**config.mk**
```make
export PLATFORM = sky130hd
export DESIGN_NAME = pdp11_operand_fetch
export DESIGN_NICKNAME = d
export VERILOG_FILES = /design/src/rtl/pdp11_operand_fetch.sv
export SDC_FILE = /design/constraint.sdc
export NUM_CORES = 1
export LEC_CHECK = 0
export CAP_MARGIN = 5
export CORE_MARGIN = 2
export CORE_UTILIZATION = 50
export CTS_BUF_LIST = sky130_fd_sc_hd__clkbuf_16
export DETAILED_ROUTE_END_ITERATION = 8
export HOLD_SLACK_MARGIN = 0.03
export MAX_ROUTING_LAYER = met4
export PLACE_DENSITY = 0.78
export SLEW_MARGIN = 10
export SYNTH_ARGS = -nofsm -noshare
export SYNTH_HDL_FRONTEND = slang
export SYNTH_SLANG_ARGS = --single-unit
```
**constraint.sdc**
```tcl
create_clock -name clk -period 3.9 [get_ports clk]
set_clock_uncertainty 0.05 [all_clocks]
set_input_delay 0.78 -clock clk [delete_from_list [all_inputs] [get_ports clk]]
set_output_delay 0.78 -clock clk [all_outputs]
set_load 0.005 [all_outputs]
```
**src/rtl/pdp11_operand_fetch.sv**
```systemverilog
// PDP-11 operand-fetch stage: resolves one (mode, reg, byte) specifier over a byte-wide sync memory.
// Define OPFETCH_ODD_ADDR_TRAP_EN to abort word accesses at odd addresses with odd_addr_err.
module pdp11_operand_fetch #(
  parameter int ADDR_W = 16,
  parameter int DATA_W = 16
) (
  input  logic              clk,
  input  logic              reset_n,
  input  logic              flush,
  input  logic              in_valid,
  output logic              in_ready,
  input  logic [2:0]        in_mode,
  input  logic [2:0]        in_reg,
  input  logic              in_byte,
  input  logic [ADDR_W-1:0] in_pc,
  output logic [2:0]        reg_rd_addr,
  input  logic [DATA_W-1:0] reg_rd_data,
  output logic              reg_wr_en,
  output logic [2:0]        reg_wr_addr,
  output logic [DATA_W-1:0] reg_wr_data,
  output logic              mem_rd_en,
  output logic [ADDR_W-1:0] mem_addr,
  input  logic [7:0]        mem_rd_data,
  output logic              out_valid,
  input  logic              out_ready,
  output logic [DATA_W-1:0] out_operand,
  output logic [DATA_W-1:0] out_ea,
  output logic              out_is_mem,
  output logic [ADDR_W-1:0] out_pc,
  output logic              odd_addr_err
);

  typedef enum logic [3:0] {IDLE, CALC, IDX_HI, IDX_LO, PTR_HI, PTR_LO, OP_HI, OP_LO, DONE} state_t;

  state_t            state_r, tgt_s, lo_s;
  logic              phase_r, byte_r, mem_rd_en_r, out_is_mem_r, err_r;
  logic [2:0]        mode_r, rsel_r;
  logic [7:0]        hi_r;
  logic [ADDR_W-1:0] pc_r, cur_addr_r, mem_addr_r, out_pc_r, pc_next_s, pc2_s, tgt_addr_s;
  logic [DATA_W-1:0] base_r, out_operand_r, out_ea_r, step_s, word_s, wr_data_s, base_s;
  logic              r7_s, wr_en_s, ill_s, launch_s, trap_s;

  assign in_ready     = (state_r == IDLE);
  assign out_valid    = (state_r == DONE);
  assign reg_rd_addr  = rsel_r;
  assign reg_wr_en    = (state_r == CALC) && wr_en_s;
  assign reg_wr_addr  = reg_wr_en ? rsel_r : 3'd0;
  assign reg_wr_data  = reg_wr_en ? wr_data_s : '0;
  assign mem_rd_en    = mem_rd_en_r;
  assign mem_addr     = mem_addr_r;
  assign out_operand  = out_operand_r;
  assign out_ea       = out_ea_r;
  assign out_is_mem   = out_is_mem_r;
  assign out_pc       = out_pc_r;
  assign odd_addr_err = err_r;

  assign r7_s     = (rsel_r == 3'd7);
  assign pc2_s    = pc_r + ADDR_W'(2);
  assign word_s   = {hi_r, mem_rd_data};
  assign step_s   = (byte_r && (rsel_r < 3'd6)) ? DATA_W'(1) : DATA_W'(2);
  assign launch_s = (state_r == CALC) || (((state_r == IDX_LO) || (state_r == PTR_LO)) && phase_r);

`ifdef OPFETCH_ODD_ADDR_TRAP_EN
  assign trap_s = ((tgt_s != OP_HI) || !byte_r) && (tgt_s != DONE) && tgt_addr_s[0];
`else
  assign trap_s = 1'b0;
`endif

  // Address generation: picks the next read sequence and any register writeback
  always_comb begin
    tgt_s      = DONE;
    tgt_addr_s = '0;
    wr_en_s    = 1'b0;
    wr_data_s  = reg_rd_data;
    base_s     = reg_rd_data;
    ill_s      = 1'b0;
    pc_next_s  = pc_r;
    lo_s       = OP_LO;
    case (state_r)
      CALC: begin
        case (mode_r)
          3'd0: ill_s = r7_s;
          3'd1: begin
            if (r7_s) begin
              ill_s = 1'b1;
            end else begin
              tgt_s      = OP_HI;
              tgt_addr_s = reg_rd_data;
            end
          end
          3'd2: begin
            tgt_s = OP_HI;
            if (r7_s) begin
              tgt_addr_s = pc_r;
              pc_next_s  = pc2_s;
            end else begin
              tgt_addr_s = reg_rd_data;
              wr_en_s    = 1'b1;
              wr_data_s  = reg_rd_data + step_s;
            end
          end
          3'd3: begin
            tgt_s = PTR_HI;
            if (r7_s) begin
              tgt_addr_s = pc_r;
              pc_next_s  = pc2_s;
            end else begin
              tgt_addr_s = reg_rd_data;
              wr_en_s    = 1'b1;
              wr_data_s  = reg_rd_data + DATA_W'(2);
            end
          end
          3'd4: begin
            if (r7_s) begin
              ill_s = 1'b1;
            end else begin
              tgt_s      = OP_HI;
              wr_en_s    = 1'b1;
              wr_data_s  = reg_rd_data - step_s;
              tgt_addr_s = reg_rd_data - step_s;
            end
          end
          3'd5: begin
            if (r7_s) begin
              ill_s = 1'b1;
            end else begin
              tgt_s      = PTR_HI;
              wr_en_s    = 1'b1;
              wr_data_s  = reg_rd_data - DATA_W'(2);
              tgt_addr_s = reg_rd_data - DATA_W'(2);
            end
          end
          default: begin
            tgt_s      = IDX_HI;
            tgt_addr_s = pc_r;
            pc_next_s  = pc2_s;
            base_s     = r7_s ? pc2_s : reg_rd_data;
          end
        endcase
      end
      IDX_HI: lo_s = IDX_LO;
      PTR_HI: lo_s = PTR_LO;
      IDX_LO: begin
        tgt_s      = (mode_r == 3'd7) ? PTR_HI : OP_HI;
        tgt_addr_s = base_r + word_s;
      end
      PTR_LO: begin
        tgt_s      = OP_HI;
        tgt_addr_s = word_s;
      end
      default: lo_s = OP_LO;
    endcase
  end

  // Fetch sequencer: each byte is a request cycle (phase 0) then a capture cycle (phase 1)
  always_ff @(posedge clk or negedge reset_n) begin
    if (!reset_n) begin
      state_r       <= IDLE;
      phase_r       <= 1'b0;
      mode_r        <= 3'd0;
      rsel_r        <= 3'd0;
      byte_r        <= 1'b0;
      pc_r          <= '0;
      base_r        <= '0;
      cur_addr_r    <= '0;
      hi_r          <= 8'h00;
      mem_rd_en_r   <= 1'b0;
      mem_addr_r    <= '0;
      out_operand_r <= '0;
      out_ea_r      <= '0;
      out_is_mem_r  <= 1'b0;
      out_pc_r      <= '0;
      err_r         <= 1'b0;
    end else if (flush) begin
      state_r     <= IDLE;
      phase_r     <= 1'b0;
      mem_rd_en_r <= 1'b0;
      err_r       <= 1'b0;
    end else begin
      case (state_r)
        IDLE: begin
          if (in_valid) begin
            mode_r  <= in_mode;
            rsel_r  <= in_reg;
            byte_r  <= in_byte;
            pc_r    <= in_pc;
            state_r <= CALC;
          end
        end
        CALC: begin
          base_r        <= base_s;
          out_pc_r      <= ill_s ? '0 : pc_next_s;
          out_is_mem_r  <= !ill_s && (mode_r != 3'd0);
          out_ea_r      <= '0;
          out_operand_r <= '0;
          if ((mode_r == 3'd0) && !ill_s) begin
            out_operand_r <= byte_r ? {8'h00, reg_rd_data[7:0]} : reg_rd_data;
          end
        end
        IDX_HI, PTR_HI, OP_HI: begin
          if (!phase_r) begin
            mem_rd_en_r <= 1'b0;
            phase_r     <= 1'b1;
          end else if ((state_r == OP_HI) && byte_r) begin
            out_operand_r <= {8'h00, mem_rd_data};
            state_r       <= DONE;
            phase_r       <= 1'b0;
          end else begin
            hi_r        <= mem_rd_data;
            state_r     <= lo_s;
            phase_r     <= 1'b0;
            mem_rd_en_r <= 1'b1;
            mem_addr_r  <= cur_addr_r + ADDR_W'(1);
          end
        end
        IDX_LO, PTR_LO, OP_LO: begin
          if (!phase_r) begin
            mem_rd_en_r <= 1'b0;
            phase_r     <= 1'b1;
          end else if (state_r == OP_LO) begin
            out_operand_r <= word_s;
            state_r       <= DONE;
            phase_r       <= 1'b0;
          end else begin
            phase_r <= 1'b0;
          end
        end
        DONE: begin
          if (out_ready) begin
            state_r <= IDLE;
            err_r   <= 1'b0;
          end
        end
        default: state_r <= IDLE;
      endcase
      if (launch_s) begin
        phase_r <= 1'b0;
        if (tgt_s == OP_HI) begin
          out_ea_r <= tgt_addr_s;
        end
        if ((tgt_s == DONE) || trap_s) begin
          state_r     <= DONE;
          mem_rd_en_r <= 1'b0;
          err_r       <= trap_s;
        end else begin
          state_r     <= tgt_s;
          mem_rd_en_r <= 1'b1;
          mem_addr_r  <= tgt_addr_s;
          cur_addr_r  <= tgt_addr_s;
        end
      end
    end
  end

endmodule

```
==> results.md <==
* Slew @ Worst Pin at between 0.9 and 1 ns
* CTS clk-pin slew, worst paths at roughly 0.060 ns
* Yosys cell types at 86
* GRT Total Usage at 35.2%
* CP peak stage delay at 0.48 ns
* Height of the die at approximately 140 um
* Site Rows at 50
* Synth area leaders: dfrtp_1 (36%), nor2_1 (5.2%), a21oi_1 (4.3%)
* Input/output buffers at approximately 140
* Final period utilization at 100%
* #FFs+latches synth at about 140
* DRC viols at 0
* Worst Setup Path Type: reg2out
* Placed cell area at around 12000 um^2
* Max Slew Vio Count at 0
* Setup violators final at 1
* Dpl hpwl at roughly 26000 um
* Finished Cell Area at between 10000 and 15000 um^2
* Die width at between 100 and 150 um
* Max Freq at between 200 and 300 MHz
* Antenna diodes at 0
* Final Hold Viols at 0
* Nets at roughly 1.4k
* CTS Buffer Depth at 2
* Synth top cells by count: dfrtp_1 (135), nor2_1 (131), nand2_1 (97), a21oi_1 (82), o21ai_0 (74)
* DR vias at 10.3k
* Crit path DAT at about 3.1 ns
* Syn-to-layout area delta at 35.0%
* RSZ-0062 raised after global routing: true
* Starting Density at a little over 50%
* # H-tree levels at 4
* Via density at approximately 6.4
* Worst slack, placed at -0.710 ns
* Largest net degree at the start of global routing at slightly below 90
* Wire per inst at 21.5 um
* Sequential cell area fraction in the yosys report at approximately 36%
* Layout cells sized above 1 at between 20% and 30%
* Clk_lat worst skew at about 0.42 ns
* Area leader, netlist: dfrtp_1
* Max VDD drop at approximately 0.00045 V
* Slew headroom at between 30% and 40%
* Die area at between 20000 and 25000 um^2
* Core box area at between 15000 and 20000 um^2
* Syn avg cell area at around 8.4 um^2
* Num CTS Buffers at 17
* Crit-path cells: nand2_2 > inv_4 > buf_4 > fa_2 > mux2_4 > buf_4 > or4_4 > xor2_1 > nor2_1 > a221oi_2 > nor2_1 > buf_2
* Routability cong. at a little under 1
* HP Class: in2async
* Mapped Area at about 9500 um^2
* Register area at 3380 um^2
* Async SR Flop Fraction at 100%
* Hold-fix buffers, CTS at 0
* Post-layout minimum cycle time at between 3 and 4 ns
* Root buffer cell: clkbuf_16
* Crit end category: output port
* Final worst slack at -0.00956 ns
* Global route overflow at 0
* First-pass GRT wire length at around 54000 um
* Cells after synthesis at 1127
* Drt pass-1 iters at 6
* Post-synth EDFFs at 0
* Status: finished, violations left
* Most common cell in the netlist: dfrtp_1
* Slowest cell on crit path: or4_4
* Synth warn at 0
* DRT iter0 DRCs at around 1.2k
* Area of the multi-input gates at about 5800 um^2
* # IOs at 144
* Clk sinks at between 100 and 150
* DRT Wirelength at 34500 um
* Initial antenna violation count at 0
* CTS tree: yes
* Syn nets at 1208
* Max-Cap Viols at 0
* Failing checks: negative setup slack
* Leak pwr at around 0.0054 uW
* Pwr per Cell Area at approximately 730 nW/um^2
* WP data required at just over 3 ns
* Synth Flop Type: dfrtp_1
* Fillers at roughly 1.5k
* Vias in the first global route at about 9.8k
* Crit path max fanout at 4
* Critical Path Source Type: register
* Post-route ant nets at 0
* Synth top area share at between 30% and 40%
## cells in the final DEF, fill, tap and decap left out, drive strengths merged, types with 11 or more instances in the layout
cell | Yosys | routed
nand2b | 15 | 15
xnor2 | 30 | 30
inv | 21 | 23
nor3 | 31 | 31
o21a | 12 | 12
nand3 | 34 | 34
mux2 | 36 | 36
ha | 26 | 26
clkbuf | 73 | 20
dfrtp | 135 | 135
a31oi | 12 | 12
nor4 | 11 | 11
o22ai | 19 | 19
o21ai | 85 | 85
a21oi | 82 | 82
a211oi | 16 | 16
buf | 16 | 160
nor2 | 131 | 131
nand2 | 97 | 97
a22oi | 23 | 23
xor2 | 24 | 24
clkdlybuf4s50 | 0 | 126
and2 | 11 | 11
## area by class of cell
| type | instances | area share, % |
|---|---|---|
| Clock buffer | 17 | 3.32 |
| Clock inverter | 14 | 1.25 |
| Inverter | 22 | 0.674 |
| Multi-Input combinational cell | 881 | 45.7 |
| Sequential cell | 135 | 26.4 |
| Tap cell | 234 | 2.29 |
| Timing Repair Buffer | 299 | 20.4 |
## metal layers
metal	vias up	GRT usage [%]	wire [um]
li1	4599	-	-
met1	4904	46.4	14300
met5	-	-	0
met2	632	54.6	15700
met4	0	13.1	1430
met3	127	6.11	3040
## report_power, final
| group | total, uW | internal, uW | leakage, uW | switching [uW] |
|---|---|---|---|---|
| Sequential | 2590 | 1950 | 0.00165 | 633 |
| Combinational | 5140 | 2370 | 0.00346 | 2770 |
| Clock | 1620 | 994 | 0.000281 | 625 |
| Total | 9350 | 5320 | 0.00539 | 4030 |
## critical path, delay by kind of cell, from the launching register on
| family | cells | cell delay (ns) |
|---|---|---|
| adders and majority gates | 1 | 0.38 |
| muxes | 1 | 0.30 |
| xor gates and xnor gates | 1 | 0.15 |
| and+or+nand+nor | 4 | 0.73 |
| DFF | 1 | 0.45 |
| buffers and inverters | 4 | 0.46 |
| AOI/OAI and AO/OA | 1 | 0.19 |
## registers in the layout (all words and copies together) (netlist names), 8 cells and up
register,count
base_r,16
cur_addr_r,16
mem_addr,16
out_ea,16
out_operand,16
out_pc,16
pc_r,16
hi_r,8
## timing repair
item / 4_1_cts / 5_1_grt
gates cloned: 0 / 0
pin swaps: 16 / 12
setup buffers: 16 / 3
endpoints found under the setup margin: 14 / 12
resized for setup: 54 / 22
## cells by family (layout without fill, tap and decap cells)
logic type,count (synthesis),in the layout,share of synthesized area [%]
simple gates,395,395,20.3
compound gates,357,357,25.2
flops,135,135,35.6
buf+inv,111,352,4.55
xor+xnor,54,54,4.98
mux,45,45,5.22
fa+ha+maj,30,30,4.17
## metrics by stage
stage                     instances  total power, uW  hold WS [ns]  TNS [ns]  util [%]
after global routing           1602             9890         0.414    -0.305      68.7
after CTS                      1599             9190         0.398   -0.0826      68.4
after detailed placement       1552             7410         0.427     -7.04      64.0
final                          1602             9350         0.358  -0.00956      68.7
after floorplan                1127             5320         0.404         0         -
after global placement         1552             7280         0.418     -6.53      64.0
## path summary, 6_finish.rpt
| check | startpoint | endpoint | slack, ns | depth (start not counted) |
|---|---|---|---|---|
| max in group asynchronous | reset_n | out_operand[11] | 2.72 | 2 |
| worst min-delay path | reset_n | mem_addr[13] | 0.36 | 1 |
| min in group clk | out_pc[0] | out_pc[0] | 0.44 | 2 |
| worst max-delay path | byte_r | reg_wr_data[8] | -0.01 | 12 |
| worst min register to register | out_pc[0] | out_pc[0] | 0.44 | 2 |
| worst max register to register | byte_r | mem_addr[8] | 0.42 | 13 |
No activity file was read; power rests on OpenSTA's default activity.
